[src/rtl/lp805x_sfrmaster.sv]
// -----------------------------------------------------------------------------
// lp805x_sfrmaster
//   CPU-side initiator for the lp805x clock-crossing SFR bus. Takes one byte or
//   bit read/write request at a time from the core's SFR access stage, packs it
//   into the 29-bit sfr_bus word, pushes it to the peripheral synchroniser and,
//   for reads, pops and captures the response. Responses arriving while no read
//   is outstanding are drained and counted. All outputs are registered.
//
// Ports
//   clk        in   CPU clock
//   rst        in   synchronous active-low reset
//   req_valid  in   request strobe, qualified by req_ready
//   req_ready  out  high only while idle
//   req_wr     in   write select
//   req_rd     in   read select
//   req_bit    in   1 = bit access, 0 = byte access
//   req_addr   in   [7:0] SFR address or bit address
//   req_wdata  in   [7:0] write byte
//   req_wbit   in   write bit
//   rsp_valid  out  one-cycle completion pulse
//   rsp_err    out  read timeout or wr+rd conflict, valid with rsp_valid
//   rsp_data   out  [7:0] read byte, held until the next read completes
//   rsp_bit    out  read bit, held until the next read completes
//   sfr_bus    out  [28:0] {wr, rd, wr_bit, rd_bit, wr_addr, rd_addr, data, bit}
//   sfr_put    out  push strobe to the synchroniser
//   sfr_wrdy   in   synchroniser can accept a word
//   sfr_rrdy   in   a response is available
//   sfr_get    out  pop strobe for the response
//   data_out   in   [7:0] response byte, valid while sfr_get is high
//   bit_out    in   response bit, valid while sfr_get is high
//   drop_cnt   out  [7:0] stale responses discarded, saturating
// -----------------------------------------------------------------------------
module lp805x_sfrmaster #(
   parameter int          TIMEOUT   = 16,
   parameter int          TO_W      = 5,
   parameter logic [7:0]  IDLE_ADDR = 8'h00
) (
   input  logic        clk,
   input  logic        rst,
   input  logic        req_valid,
   output logic        req_ready,
   input  logic        req_wr,
   input  logic        req_rd,
   input  logic        req_bit,
   input  logic [7:0]  req_addr,
   input  logic [7:0]  req_wdata,
   input  logic        req_wbit,
   output logic        rsp_valid,
   output logic        rsp_err,
   output logic [7:0]  rsp_data,
   output logic        rsp_bit,
   output logic [28:0] sfr_bus,
   output logic        sfr_put,
   input  logic        sfr_wrdy,
   input  logic        sfr_rrdy,
   output logic        sfr_get,
   input  logic [7:0]  data_out,
   input  logic        bit_out,
   output logic [7:0]  drop_cnt
);

   typedef enum logic [1:0] {S_IDLE, S_PUT, S_WAIT, S_DONE} state_t;

   typedef struct packed {
      logic       wr;
      logic       rd;
      logic       wr_bit;
      logic       rd_bit;
      logic [7:0] wr_addr;
      logic [7:0] rd_addr;
      logic [7:0] data;
      logic       wbit;
   } sfr_word_t;

   // Peripherals decode rd_addr without looking at rd, so both address fields
   // must point at an address nobody owns while the bus is idle.
   localparam sfr_word_t IDLE_WORD = '{wr: 1'b0, rd: 1'b0, wr_bit: 1'b0, rd_bit: 1'b0,
                                       wr_addr: IDLE_ADDR, rd_addr: IDLE_ADDR,
                                       data: 8'h00, wbit: 1'b0};

   state_t          r_state,    w_state;
   logic [TO_W-1:0] r_timer,    w_timer;
   logic            r_is_rd,    w_is_rd;
   logic            r_err,      w_err;
   sfr_word_t       r_bus,      w_bus;
   logic            r_req_ready, w_req_ready;
   logic            r_sfr_put,  w_put;
   logic            r_sfr_get,  w_get;
   logic            r_rsp_valid, w_rsp_valid;
   logic            r_rsp_err,  w_rsp_err;
   logic [7:0]      r_rsp_data, w_rsp_data;
   logic            r_rsp_bit,  w_rsp_bit;
   logic [7:0]      r_drop_cnt, w_drop_cnt;

   always_comb begin
      // NOTE: every signal gets a default before the case so no path leaves it
      // unassigned; a missing default here would infer a latch.
      w_state     = r_state;
      w_timer     = r_timer;
      w_is_rd     = r_is_rd;
      w_err       = r_err;
      w_bus       = r_bus;
      w_put       = 1'b0;
      w_get       = 1'b0;
      w_rsp_valid = 1'b0;
      w_rsp_err   = 1'b0;
      w_rsp_data  = r_rsp_data;
      w_rsp_bit   = r_rsp_bit;
      w_drop_cnt  = r_drop_cnt;

      case (r_state)
         S_IDLE: begin
            // Any response seen while idle belongs to an abandoned read.
            // r_sfr_get guards against popping the same entry twice while the
            // synchroniser's rrdy has not yet dropped.
            if (sfr_rrdy && !r_sfr_get) begin
               w_get = 1'b1;
               if (r_drop_cnt != 8'hFF) w_drop_cnt = r_drop_cnt + 8'd1;
            end
            if (req_valid && r_req_ready) begin
               w_err   = req_wr && req_rd;
               w_is_rd = req_rd && !req_wr;
               if (req_wr || req_rd) begin
                  w_state = S_PUT;
                  // A drain pop in flight wins; the push follows next cycle.
                  w_put   = sfr_wrdy && !w_get;
                  if (req_wr) begin
                     w_bus = '{wr: 1'b1, rd: 1'b0, wr_bit: req_bit, rd_bit: 1'b0,
                               wr_addr: req_addr, rd_addr: IDLE_ADDR,
                               data: req_wdata, wbit: req_wbit};
                  end else begin
                     w_bus = '{wr: 1'b0, rd: 1'b1, wr_bit: 1'b0, rd_bit: req_bit,
                               wr_addr: IDLE_ADDR, rd_addr: req_addr,
                               data: 8'h00, wbit: 1'b0};
                  end
               end else begin
                  w_state     = S_DONE;
                  w_rsp_valid = 1'b1;
               end
            end
         end

         S_PUT: begin
            // r_sfr_put high means the push is happening in this cycle.
            if (r_sfr_put) begin
               if (r_is_rd) begin
                  w_state = S_WAIT;
                  w_timer = '0;
               end else begin
                  w_state     = S_DONE;
                  w_rsp_valid = 1'b1;
                  w_rsp_err   = r_err;
               end
            end else begin
               w_put = sfr_wrdy;
            end
         end

         S_WAIT: begin
            if (r_sfr_get) begin
               // Pop cycle: data_out/bit_out are driven by the synchroniser now.
               w_rsp_data  = data_out;
               w_rsp_bit   = bit_out;
               w_state     = S_DONE;
               w_rsp_valid = 1'b1;
               w_rsp_err   = r_err;
            end else if (sfr_rrdy) begin
               w_get = 1'b1;
            end else if (r_timer == TO_W'(TIMEOUT)) begin
               w_rsp_data  = 8'h00;
               w_rsp_bit   = 1'b0;
               w_state     = S_DONE;
               w_rsp_valid = 1'b1;
               w_rsp_err   = 1'b1;
            end else begin
               w_timer = r_timer + 1'b1;
            end
         end

         S_DONE: begin
            w_bus   = IDLE_WORD;
            w_err   = 1'b0;
            w_is_rd = 1'b0;
            w_state = S_IDLE;
         end

         default: begin
            w_bus   = IDLE_WORD;
            w_state = S_IDLE;
         end
      endcase

      w_req_ready = (w_state == S_IDLE);
   end

   always_ff @(posedge clk) begin
      // NOTE: reset is sampled on the clock edge (synchronous); req_ready is
      // forced low while rst is asserted and rises on the first released edge.
      if (!rst) begin
         r_state     <= S_IDLE;
         r_timer     <= '0;
         r_is_rd     <= 1'b0;
         r_err       <= 1'b0;
         r_bus       <= IDLE_WORD;
         r_req_ready <= 1'b0;
         r_sfr_put   <= 1'b0;
         r_sfr_get   <= 1'b0;
         r_rsp_valid <= 1'b0;
         r_rsp_err   <= 1'b0;
         r_rsp_data  <= 8'h00;
         r_rsp_bit   <= 1'b0;
         r_drop_cnt  <= 8'h00;
      end else begin
         // NOTE: non-blocking assignments so every register updates from the
         // values of the previous cycle, independent of statement order.
         r_state     <= w_state;
         r_timer     <= w_timer;
         r_is_rd     <= w_is_rd;
         r_err       <= w_err;
         r_bus       <= w_bus;
         r_req_ready <= w_req_ready;
         r_sfr_put   <= w_put;
         r_sfr_get   <= w_get;
         r_rsp_valid <= w_rsp_valid;
         r_rsp_err   <= w_rsp_err;
         r_rsp_data  <= w_rsp_data;
         r_rsp_bit   <= w_rsp_bit;
         r_drop_cnt  <= w_drop_cnt;
      end
   end

   assign req_ready = r_req_ready;
   assign rsp_valid = r_rsp_valid;
   assign rsp_err   = r_rsp_err;
   assign rsp_data  = r_rsp_data;
   assign rsp_bit   = r_rsp_bit;
   assign sfr_bus   = r_bus;
   assign sfr_put   = r_sfr_put;
   assign sfr_get   = r_sfr_get;
   assign drop_cnt  = r_drop_cnt;

endmodule
[config.mk]
export PLATFORM = sky130hd
export DESIGN_NAME = lp805x_sfrmaster
export DESIGN_NICKNAME = d
export VERILOG_FILES = /design/src/rtl/lp805x_sfrmaster.sv
export SDC_FILE = /design/constraint.sdc
export NUM_CORES = 1
export LEC_CHECK = 0
export ABC_AREA = 1
export CAP_MARGIN = 0
export CORE_ASPECT_RATIO = 0.9
export CORE_UTILIZATION = 42
export CTS_BUF_LIST = sky130_fd_sc_hd__clkbuf_4 sky130_fd_sc_hd__clkbuf_8 sky130_fd_sc_hd__clkbuf_16
export DETAILED_ROUTE_END_ITERATION = 10
export PLACE_DENSITY = 0.78
export SYNTH_ARGS = -nofsm -noshare
export SYNTH_HDL_FRONTEND = slang
export SYNTH_SLANG_ARGS = --single-unit
export TNS_END_PERCENT = 5
[constraint.sdc]
create_clock -name clk -period 1.5 [get_ports clk]
set_clock_uncertainty 0.05 [all_clocks]
set_input_delay 0.3 -clock clk [delete_from_list [all_inputs] [get_ports clk]]
set_output_delay 0.3 -clock clk [all_outputs]
set_load 0.1 [all_outputs]
### Yosys cells after proc, flatten, opt, wreduce, memory -nomap -nowiden

Index checks and enable logic that the tools add are counted.

| storage, ports and cells | value |
|---|---|
| output and inout port bits | 51 |
| bits of input ports | 34 |
| logic and storage cells | 103 |
| flip-flop bits (word level) | 60 |

| cells by class | value |
|---|---|
| equal/unequal tests | 13 |
| multiplexer cells | 49 |
| reductions and logical operators | 19 |
| $add $sub $neg | 2 |

Operators by type and width:

| operator | count |
|---|---|
| two-way mux 29 bit | 3 |
| one-hot mux 29 bit (2 select lines) | 1 |
| two-way mux 5 bit | 5 |
| two-way mux 8 bit | 3 |
| two-way mux 1 bit | 23 |
| inequality test 2 bit (second input constant) | 7 |
| two-way mux 2 bit | 6 |
| one-hot mux 1 bit (2 select lines) | 5 |
| one-hot mux 5 bit (2 select lines) | 1 |
| AND reduction 3 bit | 3 |
| adder 8 x 1 -> 8 bit (second input constant) | 1 |
| inequality test 8 bit (second input constant) | 1 |
| one-hot mux 2 bit (4 select lines) | 1 |
| AND reduction 6 bit | 1 |
| nonzero test 2 bit | 3 |
| adder 5 x 1 -> 5 bit (second input constant) | 1 |
| equality test 5 bit (second input constant) | 1 |
| logical AND 1 bit | 5 |
| equality test 2 bit (second input constant) | 2 |
| logical NOT 2 bit | 2 |
| logical NOT 1 bit | 3 |
| one-hot mux 1 bit (3 select lines) | 1 |
| equality test 2 x 1 -> 1 bit (second input constant) | 1 |
| inequality test 2 x 1 -> 1 bit (second input constant) | 1 |
| other kinds (2) | 2 |

### Longest topological paths before layout

| logic depth | value |
|---|---|
| depth after elaboration | 9 |
| mapped depth | 11 |
| mapped depth without buffers | 11 |

### Least setup slack after synthesis

No wires, ideal clock.

| timing | value |
|---|---|
| path type | register -> register |
| start point | reg r_drop_cnt[1], in the netlist drop_cnt[1] |
| end point | reg r_drop_cnt[6], in the netlist drop_cnt[6] |
| stages on the path, launching flop included | 11 |
| buffers on the path | 0 |
| slack | -0.651 ns |
| library setup time | 0.113 ns |
| required time | 1.337 ns |
| arrival time | 1.988 ns |
| period minus slack after synthesis | 2.151 ns |
| path through | dfxtp_1 ha_1 nand2_1 nor2_2 nand2_1 nand2_2 inv_2 nand2_1 nand2_1 nand2_1 nor2_1 |

| on the way | value |
|---|---|
| longest elaborated chain between the ends | 2 |

RTL lines:

| what | RTL line | text |
|---|---|---|
| start, declared | 93 | `logic [7:0] r_drop_cnt, w_drop_cnt;` |
| start signal, assigned | 228 | `r_drop_cnt <= w_drop_cnt;` |
| parallel branches: the longest is 2 deep, another holds adder 8 x 1 -> 8 bit | - |  |

Parallel ways; which one is timed is not known.
A chain may end at the register's enable or synchronous reset.

### Worst setup path in the final report

| timing | value |
|---|---|
| start point | reg r_state[0] |
| end point | reg r_bus, in the netlist sfr_bus[15] |

| on the way | value |
|---|---|
| longest elaborated chain between the ends | 3 |

RTL lines:

| what | RTL line | text |
|---|---|---|
| start, declared | 81 | `state_t r_state, w_state;` |
| start signal, assigned | 216 | `r_state <= w_state;` |
| logical NOT 2 bit or equality test 2 bit (tied branches) | 111 | `case (r_state)` |
| inequality test 2 bit (no source line) or nonzero test 2 bit (tied branches) | - |  |
| AND reduction 3 bit (no source line) | - |  |
| end signal, assigned | 220 | `r_bus <= w_bus;` |
| end, declared | 85 | `sfr_word_t r_bus, w_bus;` |

Parallel ways exist; a longest one is shown, timed or not.

==> results.py <==
metrics = {
    "synthesis": {
        "synth_enable_flop_cells": 0,
        "async_flop_share": 0,
        "synth.avg_cell_area_sq_um": 7.51,
        "synth_common_cells": "nand3_1, nand2_1, dfxtp_1",
        "syn_inst": 363,
        "yosys.area.top_type": "dfxtp_1",
        "synthTopCellsByArea": "dfxtp_1, nand3_1, a21oi_1",
        "syn_nets": 404,
        "yosysMostFrequentCell": "nand3_1",
        "syn-cell-area_sq_mm": 0.00273,
        "yosysTopAreaCellShare": 0.441,
        "synthFlopType": "dfxtp_1",
        "yosys_warnings": 0,
        "synth.ff_latch_count": 60,
        "synth_cell_types": 26,
        "seq_area_frac_synth": 0.441,
    },
    "placement": {
        "gp_congestion": 0.860,
        "dpl_cell_area_sq_mm": 0.00437,
        "place_hpwl_mm": 6.00,
        "port_buffers": 84,
        "pre_cts_ws_ns": -0.220,
    },
    "routing": {
        "routed_wl_mm": 12.3,
        "drtAntennaViolNets": 0,
        "first_iter_violations": 397,
        "drc": 0,
        "vias_per_cell": 6.03,
        "post_drt_wl_per_cell_um": 21.4,
        "firstDrtPassIters": 5,
        "num_vias": 3459,
    },
    "power": {
        "p_clk_frac": 0.226,
        "power_leakage_nw": 1.90,
        "p_comb_frac": 0.489,
        "power_frac_seq": 0.285,
        "intPower_mw": 3.90,
        "swShare": 0.438,
        "peakVddDrop_uv": 1130,
        "p_total_mw": 6.94,
        "powerDensity_mw_per_mm2": 1370,
        "power_switching_mw": 3.04,
    },
    "setup_path": {
        "critPathKind": "reg2reg",
        "cp-end-kind": "flip-flop",
        "cp_slowest_cell": "dfxtp_2",
        "slowest_delay_ns": 0.33,
        "path_common_cell": "buf_4",
        "cp_cell_sequence": "buf_4 -> ha_1 -> nor3_2 -> buf_4 -> nand3_1 -> a21oi_1",
        "cp.arrival_ns": 1.97,
        "worstPathRequired_ns": 1.72,
        "critPathMaxFanout": 5,
        "cp-start-kind": "flip-flop",
    },
    "finish": {
        "antenna_cells": 0,
        "fillers": 316,
        "final_area_sq_mm": 0.00507,
        "fin_util": 0.821,
        "fin_nets": 523,
        "syn_to_final_growth_pct": 86.2,
        "drive_gt1_frac": 0.413,
    },
    "floorplanning": {
        "start_util": 0.441,
        "die_w_um": 86.9,
        "coreArea_sq_mm": 0.00618,
        "die_area_sq_mm": 0.00681,
        "io_pins": 85,
        "rows": 27,
        "die_y_um": 78.4,
    },
    "timing": {
        "worst_pin_slew_ns": 0.462,
        "period_share": 1.17,
        "fmax_mhz": 571,
        "timing.final.ws_setup_ns": -0.252,
        "maxSlewViolCount": 0,
        "rsz0062_at_grt": "yes",
        "setup_viol": 41,
        "fin_hold_ws_ns": 0.459,
        "hold_viol": 0,
        "slew_headroom": 0.691,
        "fin_crit_ns": 1.75,
    },
    "cts": {
        "cts_tree": "done",
        "cts_buffer_depth": 2,
        "hold_buffers": 0,
        "clkSinkCount": 60,
        "clk_latency_ns": 0.36,
        "cts_buffers": 9,
        "cts_max_level": 3,
        "root_buffer": "clkbuf_8",
        "path_clk_slew_ns": 0.08,
    },
    "min_path": {
        "hold_class": "in2reg",
    },
    "run": {
        "cap_viol_max_count": 0,
    },
    "global_routing": {
        "grtUsageTotal": 0.308,
        "grt_pass1_wl_mm": 15.8,
        "grt_max_degree": 22,
        "grt_pass1_vias": 3177,
        "overflow": 0,
        "antenna_found_initial": 0,
    },
    "status": {
        "status": "finished, violations left",
        "violations": "negative setup slack",
    },
}
placed cells by master, fill, tap and decap left out, drive strengths merged, types with 3 or more instances in the layout:
master and instances:
a21oi 53, buf 93, clkbuf 10, clkdlybuf4s50 33, clkinv 3, clkinvlp 3, dfxtp 60, ha 7
inv 31, nand2 65, nand3 75, nand4 5, nor2 31, nor3 3, o21ai 7, xor2 3
through the flow:
step	instances	TNS, ns
2_1_floorplan	363	-2.26
3_3_place_gp	545	-4.20
3_5_place_dp	545	-7.78
4_1_cts	573	-0.839
5_1_grt	574	-8.44
6_report	574	-5.81
state kept, by name (all words and copies together), names as in the netlist:
register,flops
req_ready,1
drop_cnt,8
r_err,1
r_is_rd,1
r_timer,5
r_state,2
sfr_bus,29
sfr_get,1
rsp_bit,1
sfr_put,1
rsp_err,1
rsp_valid,1
rsp_data,8
power by group through the flow:
| stage | registers, mW | logic, mW | clock network (mW) |
|---|---|---|---|
| after floorplan | 2.73 | 0.740 | 0 |
| after global placement | 1.97 | 2.47 | 0 |
| after detailed placement | 1.97 | 2.53 | 0 |
| after CTS | 1.95 | 2.96 | 1.52 |
| after global routing | 1.99 | 3.49 | 1.62 |
| final | 1.98 | 3.39 | 1.57 |
per-layer routing:
metal  up-vias  track usage  wire length [um]
met5         -            0                 0
met4         0        0.183               758
met3        82       0.0799              1200
met2       299        0.517              5720
met1      1623        0.351              4600
li1       1455            -                 -
path summary, 6_finish.rpt:
kind,startpoint,endpoint,slack [ns],depth (start not counted)
max,r_state[0],sfr_bus[15],-0.25,6
min,req_wdata[7],sfr_bus[8],0.46,3
max reg2reg,r_state[0],sfr_bus[15],-0.25,6
min reg2reg,sfr_bus[18],sfr_bus[18],0.46,2
cell type report:
class                           instances  area (sq um)  area share
Sequential cell                        60          1230       0.242
Timing Repair Buffer                  126          1820       0.358
Tap cell                               87           109      0.0215
Inverter                               32           134      0.0264
Multi-Input combinational cell        253          1580       0.312
Clock inverter                          6          63.8      0.0126
Clock buffer                           10           138      0.0271
timing repair:
action,in CTS,in global routing
gates cloned,5,0
endpoints found under the setup margin,39,58
buffers inserted,7,2
endpoints found under the hold margin,0,0
pin swaps,18,14
resized for setup,33,61
logic make-up (layout without fill, tap and decap cells):
| kind of cell | after synthesis | after routing | share of synthesized area |
|---|---|---|---|
| AND/OR/NAND/NOR | 179 | 180 | 0.315 |
| adder cells (fa/ha/maj) | 7 | 7 | 0.0321 |
| XOR/XNOR | 4 | 4 | 0.0129 |
| flip-flops | 60 | 60 | 0.441 |
| buffers and inverters | 51 | 174 | 0.0836 |
| AO/OA/AOI/OAI | 62 | 62 | 0.115 |
critical path, delay by kind of cell (launching register included):
| family | cells | cell delay (ns) |
|---|---|---|
| adders and majority gates | 1 | 0.26 |
| DFF | 1 | 0.33 |
| and+or+nand+nor | 2 | 0.40 |
| AOI/OAI and AO/OA | 1 | 0.23 |
| buffers and inverters | 2 | 0.39 |
Note: power is estimated with default switching activity, not from simulation.
